[config.mk]
export PLATFORM = sky130hd
export DESIGN_NAME = uart_rx
export DESIGN_NICKNAME = d
export VERILOG_FILES = /design/src/rtl/uart_rx.sv
export SDC_FILE = /design/constraint.sdc
export NUM_CORES = 1
export LEC_CHECK = 0
export ABC_AREA = 1
export BUFFER_PORTS_ARGS = -buffer_cell sky130_fd_sc_hd__buf_2
export CAP_MARGIN = 20
export CORE_UTILIZATION = 54
export DETAILED_ROUTE_END_ITERATION = 16
export PLACE_DENSITY = 0.73
export SYNTH_ARGS = -nofsm -noshare
export SYNTH_HDL_FRONTEND = slang
export SYNTH_SLANG_ARGS = --single-unit
[constraint.sdc]
create_clock -name clk -period 1.75 [get_ports clk]
set_clock_uncertainty 0.1 [all_clocks]
set_input_delay 0.2625 -clock clk [delete_from_list [all_inputs] [get_ports clk]]
set_output_delay 0.2625 -clock clk [all_outputs]
set_load 0.02 [all_outputs]
[src/rtl/uart_rx.sv]
// -----------------------------------------------------------------------------
// uart_rx -- UART receiver, 8N1 (1 start bit, 8 data bits LSB first, 1 stop bit)
//
// The serial line is oversampled at 16x baud using a clock-enable tick derived
// from the system clock; no other clocks are generated. Each start edge arms a
// mid-bit sampling schedule, so every later sample lands near the centre of
// its bit.
//
// Parameters
//   clk_freq   system clock frequency in Hz
//   baud_rate  line rate in bit/s; clk_freq/(baud_rate*16) must be >= 2
//
// Ports
//   clk      in   system clock, rising edge
//   rst      in   asynchronous reset, active-low
//   rx       in   serial input, asynchronous to clk, idles high
//   rx_data  out  last good received byte
//   donerx   out  one-clk pulse: rx_data updated with a good frame
//   ferr     out  one-clk pulse: stop bit sampled low, byte discarded
//   busy     out  high whenever the receiver is not idle
// -----------------------------------------------------------------------------
module uart_rx #(
    parameter int clk_freq  = 1000000,
    parameter int baud_rate = 9600
) (
    input  logic       clk,
    input  logic       rst,
    input  logic       rx,
    output logic [7:0] rx_data,
    output logic       donerx,
    output logic       ferr,
    output logic       busy
);

    localparam int DIV = clk_freq / (baud_rate * 16);
    localparam int TW  = $clog2(DIV);
    localparam logic [TW-1:0] TICK_MAX = TW'(DIV - 1);

    typedef enum logic [2:0] {
        ST_IDLE,
        ST_START,
        ST_DATA,
        ST_STOP,
        ST_BREAK
    } state_t;

    state_t        state;
    logic          rx_meta;
    logic          rx_s;
    logic [TW-1:0] tcnt;
    logic          tick;
    logic [3:0]    scnt;
    logic [2:0]    bidx;
    logic [7:0]    shreg;

    // Two-flop synchronizer. Both stages reset to the idle level so that
    // leaving reset never looks like a start edge.
    // NOTE: sequential state uses non-blocking assignments so every flop
    // samples the pre-edge value of its neighbours, giving a true shift chain.
    always_ff @(posedge clk or negedge rst) begin
        if (!rst) begin
            rx_meta <= 1'b1;
            rx_s    <= 1'b1;
        end else begin
            rx_meta <= rx;
            rx_s    <= rx_meta;
        end
    end

    // Free-running 16x baud clock enable.
    assign tick = (tcnt == TICK_MAX);

    always_ff @(posedge clk or negedge rst) begin
        if (!rst) begin
            tcnt <= '0;
        end else if (tick) begin
            tcnt <= '0;
        end else begin
            tcnt <= tcnt + 1'b1;
        end
    end

    // Receive FSM. All decisions are taken on tick cycles only; scnt counts
    // ticks within the current state and is cleared on every state change.
    always_ff @(posedge clk or negedge rst) begin
        if (!rst) begin
            state   <= ST_IDLE;
            scnt    <= '0;
            bidx    <= '0;
            shreg   <= '0;
            rx_data <= '0;
            donerx  <= 1'b0;
            ferr    <= 1'b0;
            busy    <= 1'b0;
        end else begin
            // NOTE: strobes default low every cycle and are raised only on
            // the deciding tick, which guarantees single-clock pulses.
            donerx <= 1'b0;
            ferr   <= 1'b0;

            if (tick) begin
                scnt <= scnt + 4'd1;

                case (state)
                    ST_IDLE: begin
                        if (!rx_s) begin
                            state <= ST_START;
                            busy  <= 1'b1;
                            scnt  <= '0;
                        end
                    end

                    // Half a bit after the edge: a line that is high again
                    // was only a glitch.
                    ST_START: begin
                        if (scnt == 4'd7) begin
                            scnt <= '0;
                            if (!rx_s) begin
                                state <= ST_DATA;
                                bidx  <= '0;
                            end else begin
                                state <= ST_IDLE;
                                busy  <= 1'b0;
                            end
                        end
                    end

                    // From mid start bit, 16 ticks reach mid of each data bit.
                    // Within DATA, scnt wraps 15 -> 0 on its own.
                    ST_DATA: begin
                        if (scnt == 4'd15) begin
                            shreg <= {rx_s, shreg[7:1]};
                            if (bidx == 3'd7) begin
                                state <= ST_STOP;
                                scnt  <= '0;
                            end else begin
                                bidx <= bidx + 3'd1;
                            end
                        end
                    end

                    // IDLE is re-entered on the stop-sample tick so a start
                    // edge immediately following the stop bit is accepted.
                    ST_STOP: begin
                        if (scnt == 4'd15) begin
                            scnt <= '0;
                            if (rx_s) begin
                                rx_data <= shreg;
                                donerx  <= 1'b1;
                                state   <= ST_IDLE;
                                busy    <= 1'b0;
                            end else begin
                                ferr  <= 1'b1;
                                state <= ST_BREAK;
                            end
                        end
                    end

                    // Wait out a held-low line so it produces a single ferr.
                    ST_BREAK: begin
                        if (rx_s) begin
                            state <= ST_IDLE;
                            busy  <= 1'b0;
                            scnt  <= '0;
                        end
                    end

                    default: begin
                        state <= ST_IDLE;
                        busy  <= 1'b0;
                        scnt  <= '0;
                    end
                endcase
            end
        end
    end

endmodule

==> qor.yml, run 1 <==
status: "completed"
relSlewSlack_pct: 76.61
utilization_pct: 63.26
nNetsFinal: 218
drv_slew: 0
p_per_area_nw_per_um2: 1066
design_area_sq_um: 1916
tns_ns: 0
clockBufferDepth: 2
p_leak_nw: 0.9995
numCtsBuffers: 5
portBuffers: 13
grt_max_degree: 22
fill_cells: 265
drc_errors: 0
combPwrFrac_pct: 29.1
finalSetupViolations: 0
root_buffer: "clkbuf_4"
gp_congestion: 0.9013
yosysUniqueCellTypes: 28
routedWlPerCell_um: 11.57
max_freq_ghz: 0.6146
crit_required_ns: 1.88
drt-initial-drc-count: 63
ys_seq_area_share_pct: 49.89
dpl-instance-area_sq_um: 1821
hold_viol: 0
firstDrtPassIters: 4
syn_inst: 192
worstSetupEndpointType: "flip-flop"
drv_cap: 0
ir_drop_v: 0.0006593
die_x_um: 58.28
r2r_slack_ns: 0.12
grt_pass1_wl_um: 5250
r2r_start: "scnt[0]"
dieArea_sq_um: 3397
start_util_pct: 56.49
p_sw_mw: 0.7640
intPower_mw: 1.278
syn_avg_cell_area_sq_um: 8.908
tightestPinTransition_ns: 0.3509
cts_post_setup_buffers_inserted: 0
synthToLayoutAreaGrowth_pct: 12.00
core_sq_um: 3028
grtUsageTotal_pct: 21.31
yosys_register_bits: 34
pre_cts_slack_ns: 0.06409
pwr-share-clk_pct: 21.9
crit_start: "scnt[0]"
finalCritPeriodShare_pct: 92.97
pwr-share-seq_pct: 49.0
drt_wl_total_um: 2973
hold_end: "rx_s"
die_height_um: 58.28
post_route_cells_drive_above_1_share_pct: 26.76
diodes: 0
timing.rr.end: "state[0]"
startpoint_type: "flip-flop"
synth_fp_nets: 198
dp_hpwl_um: 2215
drtAntennaViolNets: 0
netlist_area_sq_um: 1710
worstPathArrival_ns: 1.76
yosys_warnings: 0
io_pins: 14
via_count: 1310
cts_sinks: 34
overflow: 0
rr_worst_depth: 8
antenna_found_initial: 0
critPathKind: "flip-flop to flip-flop"
grt_pass1_vias: 1241
min-delay-start: "rx_meta"
setup_slack_ns: 0.1230
hp-class: "flip-flop to flip-flop"
vias_per_cell: 5.097
path_clk_slew_ns: 0.10
htree_levels: 2
insertion_delay_ns: 0.33
min_path_cells: 0
fin_crit_ns: 1.627
swShare_pct: 37.42
rsz0062_at_grt: "no"
rows: 20
cts_tree: "done"
cp_max_fo: 4
## through the flow
step | hold WS, ns | cells | power (mW)
finish | 0.2607 | 257 | 2.042
global route | 0.2727 | 257 | 2.198
CTS | 0.2609 | 257 | 2.037
detailed placement | 0.09761 | 247 | 1.588
global placement | 0.07905 | 247 | 1.561
floorplan | -0.1331 | 192 | 1.446
## logic make-up (layout without fill, tap and decap cells)
logic type / Yosys count / count (layout) / synth area share (%)
AO/OA/AOI/OAI: 26 / 26 / 11.05
XOR/XNOR: 1 / 1 / 0.5122
adder cells (fa/ha/maj): 3 / 3 / 2.195
buffers and inverters: 26 / 47 / 7.169
flip-flops: 34 / 34 / 49.89
AND/OR/NAND/NOR: 102 / 102 / 29.19
## final cells by class
type | instances | area, sq um | share of cell area [%]
Clock inverter | 1 | 5.005 | 0.2613
Tap cell | 44 | 55.05 | 2.874
Clock buffer | 7 | 55.05 | 2.874
Sequential cell | 34 | 853.3 | 44.55
Inverter | 22 | 85.08 | 4.442
Timing Repair Buffer | 17 | 112.6 | 5.879
Multi-Input combinational cell | 132 | 749.5 | 39.12
## synth_stat cells
| library cell | count | area (sq um) |
|---|---|---|
| ha_1 | 3 | 37.54 |
| nor2_8 | 2 | 40.04 |
| a22oi_1 | 1 | 7.510 |
| o21ai_2 | 15 | 131.4 |
| nand3_1 | 10 | 50.05 |
| o21ai_0 | 4 | 20.02 |
| o21ai_1 | 4 | 20.02 |
| nand2_1 | 54 | 202.7 |
| xnor2_1 | 1 | 8.760 |
| buf_4 | 2 | 15.01 |
| nor3_1 | 1 | 5.000 |
| buf_6 | 2 | 22.52 |
| a21oi_1 | 2 | 10.01 |
| nand2_2 | 6 | 37.54 |
| nand3b_1 | 1 | 7.510 |
| inv_2 | 2 | 7.510 |
| nor4_1 | 1 | 6.260 |
| nand3_4 | 1 | 17.52 |
| nor2_2 | 2 | 12.51 |
| inv_1 | 17 | 63.81 |
| dfstp_2 | 2 | 52.55 |
| nor2_1 | 19 | 71.32 |
| dfrtp_1 | 32 | 800.8 |
| clkinv_1 | 2 | 7.510 |
| nor3_4 | 1 | 16.27 |
| nand4_1 | 2 | 12.51 |
| nand3_2 | 2 | 20.02 |
| inv_4 | 1 | 6.260 |
## per-layer routing
metal | part of all wire [%] | wire length [um] | up-vias | track usage [%]
met4 | 1.7 | 52 | 0 | 12.24
met2 | 51 | 1509 | 34 | 34.98
li1 | - | - | 654 | -
met1 | 43 | 1279 | 616 | 26.31
met3 | 4.4 | 132 | 6 | 4.018
met5 | 0 | 0 | - | 0
## repair_timing
item | in CTS | in global routing
endpoints found under the setup margin | 0 | 11
hold endpoints to repair | 12 | 0
gates resized for setup | 0 | 3
hold buffers | 2 | 0
## flip-flops by register name, summed over array words and instances, names as in the netlist
register	count
rx_data	8
shreg	8
scnt	4
bidx	3
state	3
tcnt	3
busy	1
donerx	1
ferr	1
rx_meta	1
rx_s	1
## cell usage in the layout, fill, tap and decap left out
cell	Yosys	layout
nand2_2	6	5
nand3_2	2	1
inv_2	2	2
nor2_8	2	2
nand4_1	2	2
dfstp_2	2	2
nor2_1	19	19
buf_2	0	13
clkbuf_1	0	1
buf_4	2	1
a21oi_1	2	2
nand3_1	10	10
nand2_1	54	54
clkinv_1	2	2
inv_4	1	1
nand3_4	1	2
dlygate4sd3_1	0	2
dfrtp_1	32	32
clkbuf_8	0	1
clkinv_2	0	1
o21ai_1	4	4
nand2_4	0	1
nor3_1	1	1
buf_12	0	1
ha_2	0	1
o21ai_0	4	4
nor3_4	1	1
ha_1	3	2
a22oi_1	1	1
nor2_2	2	2
xnor2_1	1	1
nor4_1	1	1
inv_1	17	17
nand3b_1	1	1
o21ai_2	15	15
clkbuf_4	0	5
## critical path, stage by stage (launching register included)
cell	delay, ns
dfrtp_1	0.41
ha_2	0.24
nand2_1	0.08
nor2_1	0.16
o21ai_1	0.10
nor2_1	0.19
nand2_1	0.12
nand2_1	0.07
nand2_1	0.05
## power groups by stage
stage,sequential (mW),combinational (mW),clock (mW)
after floorplan,0.959,0.487,0
after global placement,1.00,0.560,0
after detailed placement,1.01,0.578,0
after CTS,0.996,0.582,0.459
after global routing,1.02,0.685,0.497
final,1.00,0.594,0.447
## worst max path at each step
stage,end,cells past startpoint
3_5_place_dp,shreg[5],6
5_1_grt,bidx[1],8
4_1_cts,shreg[5],6
2_1_floorplan,state[1],8
6_report,state[0],8
3_3_place_gp,shreg[4],6
(Power assumes the default switching activity.)
==> run 2: changes to the inputs <==
- CORE_UTILIZATION: 54 -> 41
- PLACE_DENSITY: 0.73 -> unset
- REMOVE_ABC_BUFFERS: unset -> 1
==> qor.yml, run 2 (synthesized netlist as in run 1, its figures left out) <==
grt_pass1_wl_um: 4981  # -5.1%
core_sq_um: 4000  # +32%
synthToLayoutAreaGrowth_pct: 14.19
start_util_pct: 42.76  # -14 points
pwr-share-clk_pct: 27.5  # +5.6 points
rows: 23  # +15%
routedWlPerCell_um: 11.42  # -1.3%
use_met2_pct: 22.98  # -12 points
nNetsFinal: 219  # +0.46%
hold_slack_ns: 0.2565  # -0.004240 ns
layout_commonest_cell: "nand2_1"
relSlewSlack_pct: 71.43  # -5.2 points
die_x_um: 66.59  # +14%
antenna_found_initial: 0  # unchanged
status: "completed"
crit_required_ns: 1.82  # -0.06 ns
utilization_pct: 48.83  # -14 points
r2r_start: "scnt[0]"
cts_post_setup_buffers_inserted: 0  # unchanged
drv_slew: 0  # unchanged
insertion_delay_ns: 0.28  # -0.05 ns
min-delay-start: "rx_meta"
fill_cells: 360  # +36%
timing.rr.end: "scnt[1]"
crit_top_cell: "nor2_1"
diodes: 0  # unchanged
min_path_cells: 0  # unchanged
startpoint_type: "flip-flop"
hold_viol: 0  # unchanged
drv_cap: 0  # unchanged
cpPeakStageDelay_ns: 0.40  # about the same
path_cells: "ha_1 -> nand2_1 -> nor2_1 -> nor2_1 -> nor2_1 -> nand3b_1 -> nand3_1 -> nand2_1"
hold_end: "rx_s"
swShare_pct: 36.98  # -0.43 points
vias_per_cell: 4.826  # -5.3%
combPwrFrac_pct: 27.3  # -1.8 points
final_cells: 264  # +2.7%
grtUsageTotal_pct: 15.32  # -6.0 points
largestRegisters: "rx_data (8), shreg (8), scnt (4)"
p_per_area_nw_per_um2: 1131  # +6.1%
regArea_sq_um: 853.3  # unchanged
cts_sinks: 34  # unchanged
ir_drop_v: 0.0007282  # +10%
drt_wl_total_um: 3015  # +1.4%
via_count: 1274  # -2.7%
rr_worst_depth: 8  # unchanged
firstDrtPassIters: 4  # unchanged
placedCellCount: 254  # +2.8%
grt_pass1_vias: 1144  # -7.8%
cp_max_fo: 4  # unchanged
io_pins: 14  # unchanged
drt-initial-drc-count: 75  # +19%
grtUsageMet3_pct: 4.281  # +0.26 points
critPathKind: "flip-flop to flip-flop"
r2r_slack_ns: 0.09  # -0.03 ns
clockBufferDepth: 2  # unchanged
drc_errors: 0  # unchanged
numCtsBuffers: 5  # unchanged
fin_crit_ns: 1.656  # +0.02883 ns
p_sw_mw: 0.8170  # +6.9%
root_buffer: "clkbuf_8"
pwr-share-seq_pct: 45.2  # -3.8 points
finalSetupViolations: 0  # unchanged
post_route_cells_drive_above_1_share_pct: 27.57  # +0.81 points
dp_hpwl_um: 2087  # -5.8%
p_leak_nw: 1.001  # +0.11%
intPower_mw: 1.392  # +8.9%
multi_input_area_sq_um: 749.5  # unchanged
overflow: 0  # unchanged
slowest_stage: "dfrtp_1"
dieArea_sq_um: 4434  # +31%
cts_tree: "done"
htree_levels: 2  # unchanged
worstSetupEndpointType: "flip-flop"
hp-class: "flip-flop to flip-flop"
worstPathArrival_ns: 1.73  # -0.03 ns
busiest_layer: "met2"
finalPower_mw: 2.209  # +8.2%
grtUsageMet1_pct: 19.87  # -6.4 points
path_clk_slew_ns: 0.07  # -0.03 ns
design_area_sq_um: 1953  # +2.0%
tightestPinTransition_ns: 0.4286  # +0.07769 ns
final_cell_mix: "54 x nand2_1, 32 x dfrtp_1, 18 x nor2_1, 17 x inv_1, 15 x o21ai_2"
die_height_um: 66.59  # +14%
finalCritPeriodShare_pct: 94.62  # +1.6 points
gp_congestion: 0.8554  # -5.1%
drtAntennaViolNets: 0  # unchanged
dpl-instance-area_sq_um: 1823  # +0.14%
grt_max_degree: 35  # +59%
max_freq_ghz: 0.6039  # -1.7%
portBuffers: 13  # unchanged
-- run 2: cell types whose count changed in the layout (fill, tap and decap cells not counted), sizes merged --
cell / change
clkbuf: -1
buf: +1
clkinvlp: +1
-- run 2: final cells by class --
type / instances / share of cell area (%)
Clock inverter: 2 / 0.6406
Sequential cell: 34 / 43.69
Inverter: 22 / 4.356
Clock buffer: 6 / 4.228
Tap cell: 50 / 3.203
Multi-Input combinational cell: 132 / 38.37
Timing Repair Buffer: 18 / 5.509
-- run 2: worst max-delay path by stage --
stage	start	end	slack (ns)	depth (start not counted)
after global placement	scnt[0]	shreg[3]	0.14	6
after floorplan	scnt[0]	shreg[2]	0.25	6
after global routing	scnt[0]	scnt[1]	-0.002	8
after detailed placement	scnt[0]	shreg[2]	0.12	6
after CTS	scnt[0]	shreg[2]	0.09	6
final	scnt[0]	scnt[1]	0.09	8
-- run 2: power by group through the flow --
stage	sequential (mW)	clock [mW]	combinational (mW)
final	0.999	0.607	0.603
after global routing	1.02	0.662	0.686
after floorplan	0.995	0	0.425
after global placement	1.01	0	0.571
after CTS	0.995	0.627	0.575
after detailed placement	1.01	0	0.564
-- run 2: per-stage QoR --
stage	setup slack [ns]	setup TNS (ns)
4_1_cts	0.08762	0
2_1_floorplan	0.2547	0
3_3_place_gp	0.1386	0
6_report	0.09421	0
5_1_grt	-0.001647	-0.001647
3_5_place_dp	0.1178	0
-- run 2: worst max-delay path: cells and delay by family, from the launching register on --
family / cells / cell delay, ns
flops: 1 / 0.40
simple gates: 7 / 0.80
fa+ha+maj: 1 / 0.25
-- run 2: per-layer routing --
layer / vias to the layer above / share of wire (%)
met1: 575 / 49
li1: 656 / -
met5: - / 0
met2: 36 / 44
met3: 7 / 4.4
met4: 0 / 2.3
-- run 2: timing repair --
action	4_1_cts	5_1_grt
setup endpoints to repair	0	5
hold endpoints to repair	33	0
gates resized for setup	0	3
hold buffers	2	0
